===== config.mk =====
export PLATFORM = sky130hd
export DESIGN_NAME = game_state_ctrl
export DESIGN_NICKNAME = d
export VERILOG_FILES = /design/src/rtl/frogger_pkg.sv /design/src/rtl/btn_edge_sync.sv /design/src/rtl/game_state_ctrl.sv
export SDC_FILE = /design/constraint.sdc
export NUM_CORES = 1
export LEC_CHECK = 0
export CAP_MARGIN = 15
export CORE_UTILIZATION = 30
export DETAILED_ROUTE_END_ITERATION = 10
export PLACE_DENSITY = 0.49
export SLEW_MARGIN = 5
export SYNTH_ARGS = -nofsm -noshare
export SYNTH_HDL_FRONTEND = slang
export SYNTH_SLANG_ARGS = --single-unit

===== constraint.sdc =====
create_clock -name i_Clk -period 2.25 [get_ports i_Clk]
set_input_delay 0.225 -clock i_Clk [delete_from_list [all_inputs] [get_ports i_Clk]]
set_output_delay 0.225 -clock i_Clk [all_outputs]
set_load 0.01 [all_outputs]

===== src/rtl/frogger_pkg.sv =====
// Shared constants, state encoding and level helper for the frogger game controller.
package frogger_pkg;

    localparam int c_CLK_FREQ_HZ    = 25_000_000;
    localparam int c_START_LIVES    = 3;
    localparam int c_WIN_SCORE      = 20;
    localparam int c_PADS_PER_LEVEL = 5;

    typedef enum logic [2:0] {
        ST_IDLE      = 3'd0,
        ST_PLAYING   = 3'd1,
        ST_DYING     = 3'd2,
        ST_GAME_OVER = 3'd3,
        ST_WIN       = 3'd4
    } state_t;

    // Difficulty level from score, saturating at the top lane speed.
    function automatic logic [2:0] level_of(input logic [6:0] score, input int pads);
        int q;
        q = int'(score) / pads;
        return (q > 7) ? 3'd7 : 3'(q);
    endfunction

endpackage


===== src/rtl/btn_edge_sync.sv =====
// Two-flop synchroniser for an asynchronous level, plus a one-cycle rising-edge pulse.
module btn_edge_sync
    import frogger_pkg::*;
(
    input  logic clk,
    input  logic rst_n,
    input  logic din,
    output logic rise
);

    logic meta;
    logic sync;
    logic sync_d;

    always_ff @(posedge clk or negedge rst_n) begin
        if (!rst_n) begin
            meta   <= 1'b0;
            sync   <= 1'b0;
            sync_d <= 1'b0;
        end else begin
            meta   <= din;
            sync   <= meta;
            sync_d <= sync;
        end
    end

    assign rise = sync & ~sync_d;

endmodule


===== src/rtl/game_state_ctrl.sv =====
// Frogger game flow controller: start/play/death/game-over/win sequencing,
// lives and level bookkeeping, and the death-blink for the frog sprite.
module game_state_ctrl #(
    parameter int c_START_LIVES    = frogger_pkg::c_START_LIVES,
    parameter int c_DEATH_CYCLES   = frogger_pkg::c_CLK_FREQ_HZ,
    parameter int c_FLASH_DIV      = frogger_pkg::c_CLK_FREQ_HZ / 8,
    parameter int c_PADS_PER_LEVEL = frogger_pkg::c_PADS_PER_LEVEL,
    parameter int c_WIN_SCORE      = frogger_pkg::c_WIN_SCORE
) (
    input  logic       i_Clk,
    input  logic       i_Rst_L,
    input  logic       i_Start,
    input  logic       i_Collided,
    input  logic       i_Drowned,
    input  logic [6:0] i_Score,
    output logic       o_Game_Active,
    output logic [2:0] o_State,
    output logic [1:0] o_Lives,
    output logic [2:0] o_Level,
    output logic       o_Death_Flash,
    output logic       o_Score_Clr
);
    import frogger_pkg::*;

    localparam int DW = $clog2(c_DEATH_CYCLES);
    localparam int FW = (c_FLASH_DIV > 1) ? $clog2(c_FLASH_DIV) : 1;
    localparam logic [DW-1:0] DEATH_LAST = DW'(c_DEATH_CYCLES - 1);
    localparam logic [FW-1:0] FLASH_LAST = FW'(c_FLASH_DIV - 1);

    state_t        state;
    state_t        next_state;
    logic          start_evt;
    logic          hit;
    logic          win;
    logic          death_done;
    logic [DW-1:0] death_cnt;
    logic [FW-1:0] flash_cnt;
    logic [1:0]    lives_nxt;
    logic [2:0]    level_nxt;
    logic          active_nxt;
    logic          clr_nxt;

    btn_edge_sync u_start_sync (
        .clk   (i_Clk),
        .rst_n (i_Rst_L),
        .din   (i_Start),
        .rise  (start_evt)
    );

    assign hit        = i_Collided | i_Drowned;
    assign win        = (int'(i_Score) >= c_WIN_SCORE);
    assign death_done = (death_cnt == DEATH_LAST);
    assign o_State    = state;

    always_ff @(posedge i_Clk or negedge i_Rst_L) begin
        if (!i_Rst_L) begin
            state <= ST_IDLE;
        end else begin
            state <= next_state;
        end
    end

    // Win beats a same-cycle hit; start events only matter in IDLE, GAME_OVER and WIN.
    always_comb begin
        next_state = state;
        case (state)
            ST_IDLE:      if (start_evt) next_state = ST_PLAYING;
            ST_PLAYING: begin
                if (win)      next_state = ST_WIN;
                else if (hit) next_state = ST_DYING;
            end
            ST_DYING:     if (death_done) next_state = (o_Lives == 2'd0) ? ST_GAME_OVER : ST_PLAYING;
            ST_GAME_OVER: if (start_evt) next_state = ST_IDLE;
            ST_WIN:       if (start_evt) next_state = ST_IDLE;
            default:      next_state = ST_IDLE;
        endcase
    end

    always_comb begin
        lives_nxt  = o_Lives;
        level_nxt  = o_Level;
        clr_nxt    = 1'b0;
        active_nxt = (next_state == ST_PLAYING);
        if (state == ST_IDLE && start_evt) begin
            lives_nxt = 2'(c_START_LIVES);
            level_nxt = 3'd0;
            clr_nxt   = 1'b1;
        end
        if (state == ST_PLAYING) begin
            level_nxt = level_of(i_Score, c_PADS_PER_LEVEL);
            if (next_state == ST_DYING && o_Lives != 2'd0) begin
                lives_nxt = o_Lives - 2'd1;
            end
        end
    end

    always_ff @(posedge i_Clk or negedge i_Rst_L) begin
        if (!i_Rst_L) begin
            o_Lives       <= 2'd0;
            o_Level       <= 3'd0;
            o_Game_Active <= 1'b0;
            o_Score_Clr   <= 1'b0;
            o_Death_Flash <= 1'b0;
            death_cnt     <= '0;
            flash_cnt     <= '0;
        end else begin
            o_Lives       <= lives_nxt;
            o_Level       <= level_nxt;
            o_Game_Active <= active_nxt;
            o_Score_Clr   <= clr_nxt;
            // Counters only run while staying in DYING; blink starts lit on entry.
            if (state == ST_DYING && next_state == ST_DYING) begin
                death_cnt <= death_cnt + 1'b1;
                if (flash_cnt == FLASH_LAST) begin
                    flash_cnt     <= '0;
                    o_Death_Flash <= ~o_Death_Flash;
                end else begin
                    flash_cnt <= flash_cnt + 1'b1;
                end
            end else begin
                death_cnt     <= '0;
                flash_cnt     <= '0;
                o_Death_Flash <= (next_state == ST_DYING);
            end
        end
    end

endmodule


; Yosys cells after proc, flatten, opt, wreduce, memory -nomap -nowiden
; Index checks and enable logic that the tools add are counted.
[word_totals]
ff_bits = 61
in_bits = 12
output_inout_bits = 11
wordCells = 57
[classes]
add_sub_neg = 3
div = 1
magnitude_cmp = 2
eq_ne = 9
muxes = 19
bitwise = 4
reduce_logical = 8
[ops]
columns = op, count
row1 = $mux 22, 2
row2 = $div 8x4->32 const B, 1
row3 = $gt 32x4->1 const B, 1
row4 = $add 25x1->25 const B, 1
row5 = $eq 25x25->1 const B, 1
row6 = $mux 25, 1
row7 = $mux 3, 8
row8 = $add 22x1->22 const B, 1
row9 = $eq 22x22->1 const B, 1
row10 = $pmux 3 s4, 1
row11 = $eq 3x2->1 const B, 3
row12 = $mux 2, 4
row13 = $ge 7x5->1 const B, 1
row14 = $eq 3x1->1 const B, 2
row15 = $reduce_bool 2->1, 2
row16 = $eq 3x3->1 const B, 1
row17 = $logic_and 1x1->1, 3
row18 = $logic_not 3->1, 1
row19 = $mux 1, 3
row20 = $logic_not 2->1, 1
row21 = $ne 2x1->1 const B, 1
row22 = $not 1->1, 2
row23 = $reduce_or 2->1, 1
row24 = $sub 2x1->2 const B, 1
row25 = other kinds (2), 2

; Depth between registers and ports, before layout
[depth]
depth_word = 8
ltp_mapped = 18
ltp_nobuf = 16

; By module
; A second synthesis with hierarchy kept.
[unflattened]
hier_cells = 366
area_unflattened_um2 = 3473.3
[by_module_without_submodules]
columns = module, instances, cells_per_inst, area_per_inst_um2, seq_area_each_um2
row1 = game_state_ctrl, 1, 362, 3384.5, 1451.4
row2 = btn_edge_sync, 1, 4, 88.8, 75.1

; Worst setup path before layout
; No wires, ideal clock.
[synth_path]
kind = in2reg
start = input i_Score[4]
end = register o_Level[0]
arrival_time_ns = 3.150
slack_ns = -0.985
cell_stages = 18
path_cell_list = buf_4 nor2_1 inv_1 ha_1 nand3b_1 or3_1 o211ai_2 a21oi_1 nor2_1 a21oi_1 ha_1 and3_1 o31ai_1 and4_1 buf_4 mux2i_1 o21ai_1 a32oi_1
[synth_via]
elab_chain_cells = 4
[synth_rtl]
columns = item, line
row1 = start: declaration, game_state_ctrl.sv:15  ; input logic [6:0] i_Score,
row2 = $div 8x4->32 *, frogger_pkg.sv:20  ; q = int'(score) / pads;
row3 = $gt 32x4->1, frogger_pkg.sv:21  ; return (q > 7) ? 3'd7 : 3'(q);
row4 = $mux 3 *, frogger_pkg.sv:21
row5 = $mux 3 *, game_state_ctrl.sv:89  ; if (state == ST_PLAYING) begin
row6 = end signal: assignment, game_state_ctrl.sv:108  ; o_Level <= level_nxt;
row7 = end: declaration, game_state_ctrl.sv:19  ; output logic [2:0] o_Level,
; Mark *: on every way between the ends. The rest lies on a longest branch, timed or not.
; A chain may end at the register's enable or synchronous reset.

; Final worst setup path
[layout_path]
start = input i_Score[5]
end = register o_Level[0]
; The elaborated chain is that of the path after synthesis.

==> results.py <==
metrics = {
    "status": {
        "status": "finished, violations left",
        "violations": "negative setup slack",
    },
    "sta": {
        "rsz0062_at_grt": "true",
        "fin_skew_ns": 0.00845,
        "max_freq_mhz": 373,
        "final-setup-viol-count": 2,
        "tns_ns": -0.841,
        "min_period_ns": 2.68,
        "finalHoldViolCount": 0,
        "drv_slew": 0,
        "post-route-period-util_pct": 119,
        "tightest_slew_ns": 0.766,
        "max-slew-margin-rel_pct": 48.9,
        "fin_ws_ns": -0.432,
    },
    "die": {
        "die_w_um": 109,
        "initial_utilization_pct": 31.2,
        "coreArea_mm2": 0.0109,
        "ios": 23,
        "die_h_um": 109,
        "dieArea_mm2": 0.0118,
        "rows": 38,
    },
    "critical_path": {
        "crit_path_frequent_cell": "a21oi_2",
        "worstPathArrival_ns": 2.92,
        "cp_top_family": "simple AND/OR/NAND/NOR gates",
        "critical-path-max-stage-delay_ns": 0.42,
        "start_kind": "primary input",
        "worstPathRequired_ns": 2.48,
        "cp_cell_sequence": "buf_8 -> nor2_4 -> inv_2 -> ha_4 -> nand3b_1 -> or3_4 -> o211ai_4 -> a21oi_2 -> nor2_1 -> a21oi_2 -> ha_2 -> and3_4 -> o31ai_4 -> and4_4 -> mux2i_1 -> o21ai_1 -> a32oi_1",
        "critical_path_class": "primary input to flip-flop",
        "critPathBufInv": 2,
        "slowest_stage": "or3_4",
        "cp_max_fo": 4,
        "endpoint_kind": "flip-flop",
    },
    "drt": {
        "dr_wl_met2_um": 3340,
        "wl_per_cell_um": 12.8,
        "drt-total-wl_um": 7370,
        "route.met3.wl_um": 194,
        "vias": 2726,
        "routed.top_layer": "met4",
        "wl_met1_um": 3770,
        "drc": 0,
        "antenna_left": 0,
        "routed_via_density": 4.72,
        "first_iter_violations": 142,
        "dr.pass1.iters": 4,
    },
    "power": {
        "p_leak_nw": 1.85,
        "vdd_ir_drop_max_mv": 0.406,
        "p_per_area_mw_per_mm2": 764,
    },
    "finish": {
        "fin_area_mm2": 0.00452,
        "final_nets": 451,
        "antennaDiodeCount": 0,
        "syn2layout_area_growth_pct": 32.5,
        "drive_gt1_share_pct": 20.5,
    },
    "synthesis": {
        "muxShareOfSynthArea_pct": 0.587,
        "dominantRegCellSynth": "dfrtp_1",
        "synth_edf_count": 0,
        "synth_cells": 373,
        "synth_nets": 391,
        "yosysSeqAreaShare_pct": 44.8,
        "synthXorXnorAreaFrac_pct": 11.6,
        "synthAdderAreaFrac_pct": 2.79,
        "synth-compound-area-share_pct": 10.0,
        "ys_ff_latch": 61,
        "async_flop_share_pct": 100,
        "syn_avg_cell_area_um2": 9.14,
        "yosys_warnings": 0,
        "ys_types": 59,
        "synth_simple_gate_area_share_pct": 27.2,
        "syn_area_mm2": 0.00341,
        "synth_top_family_by_area": "simple AND/OR/NAND/NOR gates",
    },
    "global_routing": {
        "grt_pass1_vias": 2697,
        "antenna_found_initial": 0,
        "grt_max_degree": 62,
        "grt_first_pass_wirelength_um": 12600,
        "grt_use_total_pct": 13.6,
        "grt.overflow.total": 0,
    },
    "clock_network": {
        "cts_buffers": 9,
        "cts_max_level": 3,
        "clk_latency_ns": 0.32,
        "clk_pin_slew_ns": 0.05,
        "clock_path_buffers": 2,
        "clockRootBuffer": "clkbuf_16",
        "cts.sinks": 61,
        "cts_tree": "done",
        "ctsHoldBuffers": 0,
    },
    "placed_design": {
        "hpwl_um": 5100,
        "globalplace.congestion": 0.772,
        "port-buffer-count": 22,
        "placed_cell_area_mm2": 0.00406,
    },
    "run": {
        "maxCapViolCount": 0,
    },
    "min_path": {
        "hold_class": "primary input to asynchronous set/reset pin",
    },
}
through the flow:
step           hold slack, ns  setup slack (ns)  util (%)  total power, mW  instances
2_1_floorplan         -0.0706            -0.733         -             1.60        373
3_3_place_gp            0.337             -1.12      37.1             1.92        558
3_5_place_dp            0.348             -1.23      37.1             1.93        558
4_1_cts                 0.103            -0.446      40.5             3.46        576
5_1_grt                 0.151            -0.614      41.3             3.62        578
6_report               0.0482            -0.432      41.3             3.45        578
power by group:
group / internal [mW] / total [mW] / switching, mW / leakage [nW]
sequential: 1.17 / 1.24 / 0.0695 / 0.826
clock: 1.00 / 1.49 / 0.486 / 0.152
combinational: 0.363 / 0.724 / 0.360 / 0.868
area by class of cell:
class,instances,area (um2)
clock buffers,11,243
clock inverters,5,83.8
fillers,1090,6420
inverters,10,37.5
multi-input cells,290,1900
flip-flops and latches,61,1530
well taps,140,175
repair buffers,61,547
timing repair:
action	CTS	global route
pin swaps	7	12
buffers inserted	2	2
setup endpoints to repair	2	49
resized for setup	23	16
final timing paths:
path	startpoint	to	slack, ns	depth (start not counted)
max reg2reg	death_cnt[0]$_DFF_PN0_	flash_cnt[16]$_DFF_PN0_	0.12	9
max	i_Score[5]	o_Level[0]$_DFFE_PN0P_	-0.43	17
min in group i_Clk	i_Start	u_start_sync.meta$_DFF_PN0_	0.35	1
min reg2reg	u_start_sync.meta$_DFF_PN0_	u_start_sync.sync$_DFF_PN0_	0.35	0
max in group asynchronous	i_Rst_L	flash_cnt[2]$_DFF_PN0_	1.68	2
min	i_Rst_L	death_cnt[7]$_DFF_PN0_	0.05	2
synthesized netlist by cell type, types with 2 or more instances:
master	count	share of area, %
nor4b_1	2	0.51
xnor2_1	16	4.1
o22ai_1	2	0.37
o2bb2ai_1	2	0.51
o211ai_1	2	0.44
o21ai_0	9	1.3
inv_1	10	1.1
and3_1	9	1.7
nor3b_1	2	0.44
and2b_1	2	0.44
ha_1	6	2.2
and2_1	3	0.55
nand2_1	34	3.7
nor2_1	67	7.4
nor2b_1	3	0.55
nand4_1	10	1.8
or2_2	2	0.37
nand2b_1	6	1.1
xor2_1	29	7.5
and4_1	2	0.51
o31ai_1	2	0.44
mux2i_1	2	0.59
nand3b_1	3	0.66
dfrtp_1	61	45
or4_1	2	0.44
nor3_1	8	1.2
a211oi_2	2	0.73
a32o_1	2	0.59
maj3_1	2	0.59
clkbuf_1	5	0.55
nand3_1	19	2.8
nor4_1	4	0.73
a21oi_1	10	1.5
or3_1	3	0.55
buf_2	3	0.44
buf_4	3	0.66
a2bb2oi_1	2	0.51
layer usage:
layer | GRT usage (%) | up-vias
li1 | - | 1413
met1 | 18.8 | 1283
met2 | 21.2 | 23
met3 | 3.01 | 7
met4 | 4.34 | 0
met5 | 0 | -
sequential cells by signal, indices dropped and copies added, names as in the netlist:
name / flops
o_State: 3
death_cnt: 25
o_Death_Flash: 1
o_Score_Clr: 1
o_Level: 3
flash_cnt: 22
u_start_sync.sync: 1
u_start_sync.sync_d: 1
u_start_sync.meta: 1
o_Lives: 2
o_Game_Active: 1
cell families after synthesis:
family / Yosys count
AO/OA/AOI/OAI: 47
AND/OR/NAND/NOR: 188
adder cells (fa/ha/maj): 8
buffers and inverters: 22
flip-flops: 61
XOR/XNOR: 45
multiplexers: 2
worst reg2reg max path, stage by stage (launching register included):
cell	delay, ns
dfrtp_1	0.41
ha_1	0.25
and3_2	0.25
nand2_1	0.12
nor3_1	0.07
o21ai_1	0.17
a21oi_2	0.11
or3_4	0.39
buf_12	0.17
nor2_1	0.12
cell usage in the layout (no fill, tap or decap), types with 3 or more instances in the layout:
| master | n |
|---|---|
| nand2_1 | 34 |
| and3_1 | 7 |
| xnor2_1 | 16 |
| ha_1 | 4 |
| nor4_1 | 4 |
| buf_4 | 35 |
| clkdlybuf4s50_1 | 17 |
| inv_1 | 9 |
| nor2_1 | 65 |
| dfrtp_1 | 61 |
| nand4_1 | 10 |
| xor2_1 | 29 |
| clkbuf_16 | 9 |
| buf_6 | 3 |
| nand3_1 | 19 |
| nand2b_1 | 5 |
| and2_1 | 3 |
| o21ai_0 | 8 |
| nor3_1 | 7 |
| a21oi_2 | 4 |
| nand3b_1 | 3 |
| a21oi_1 | 7 |
Power figures use the tool's default switching activity.
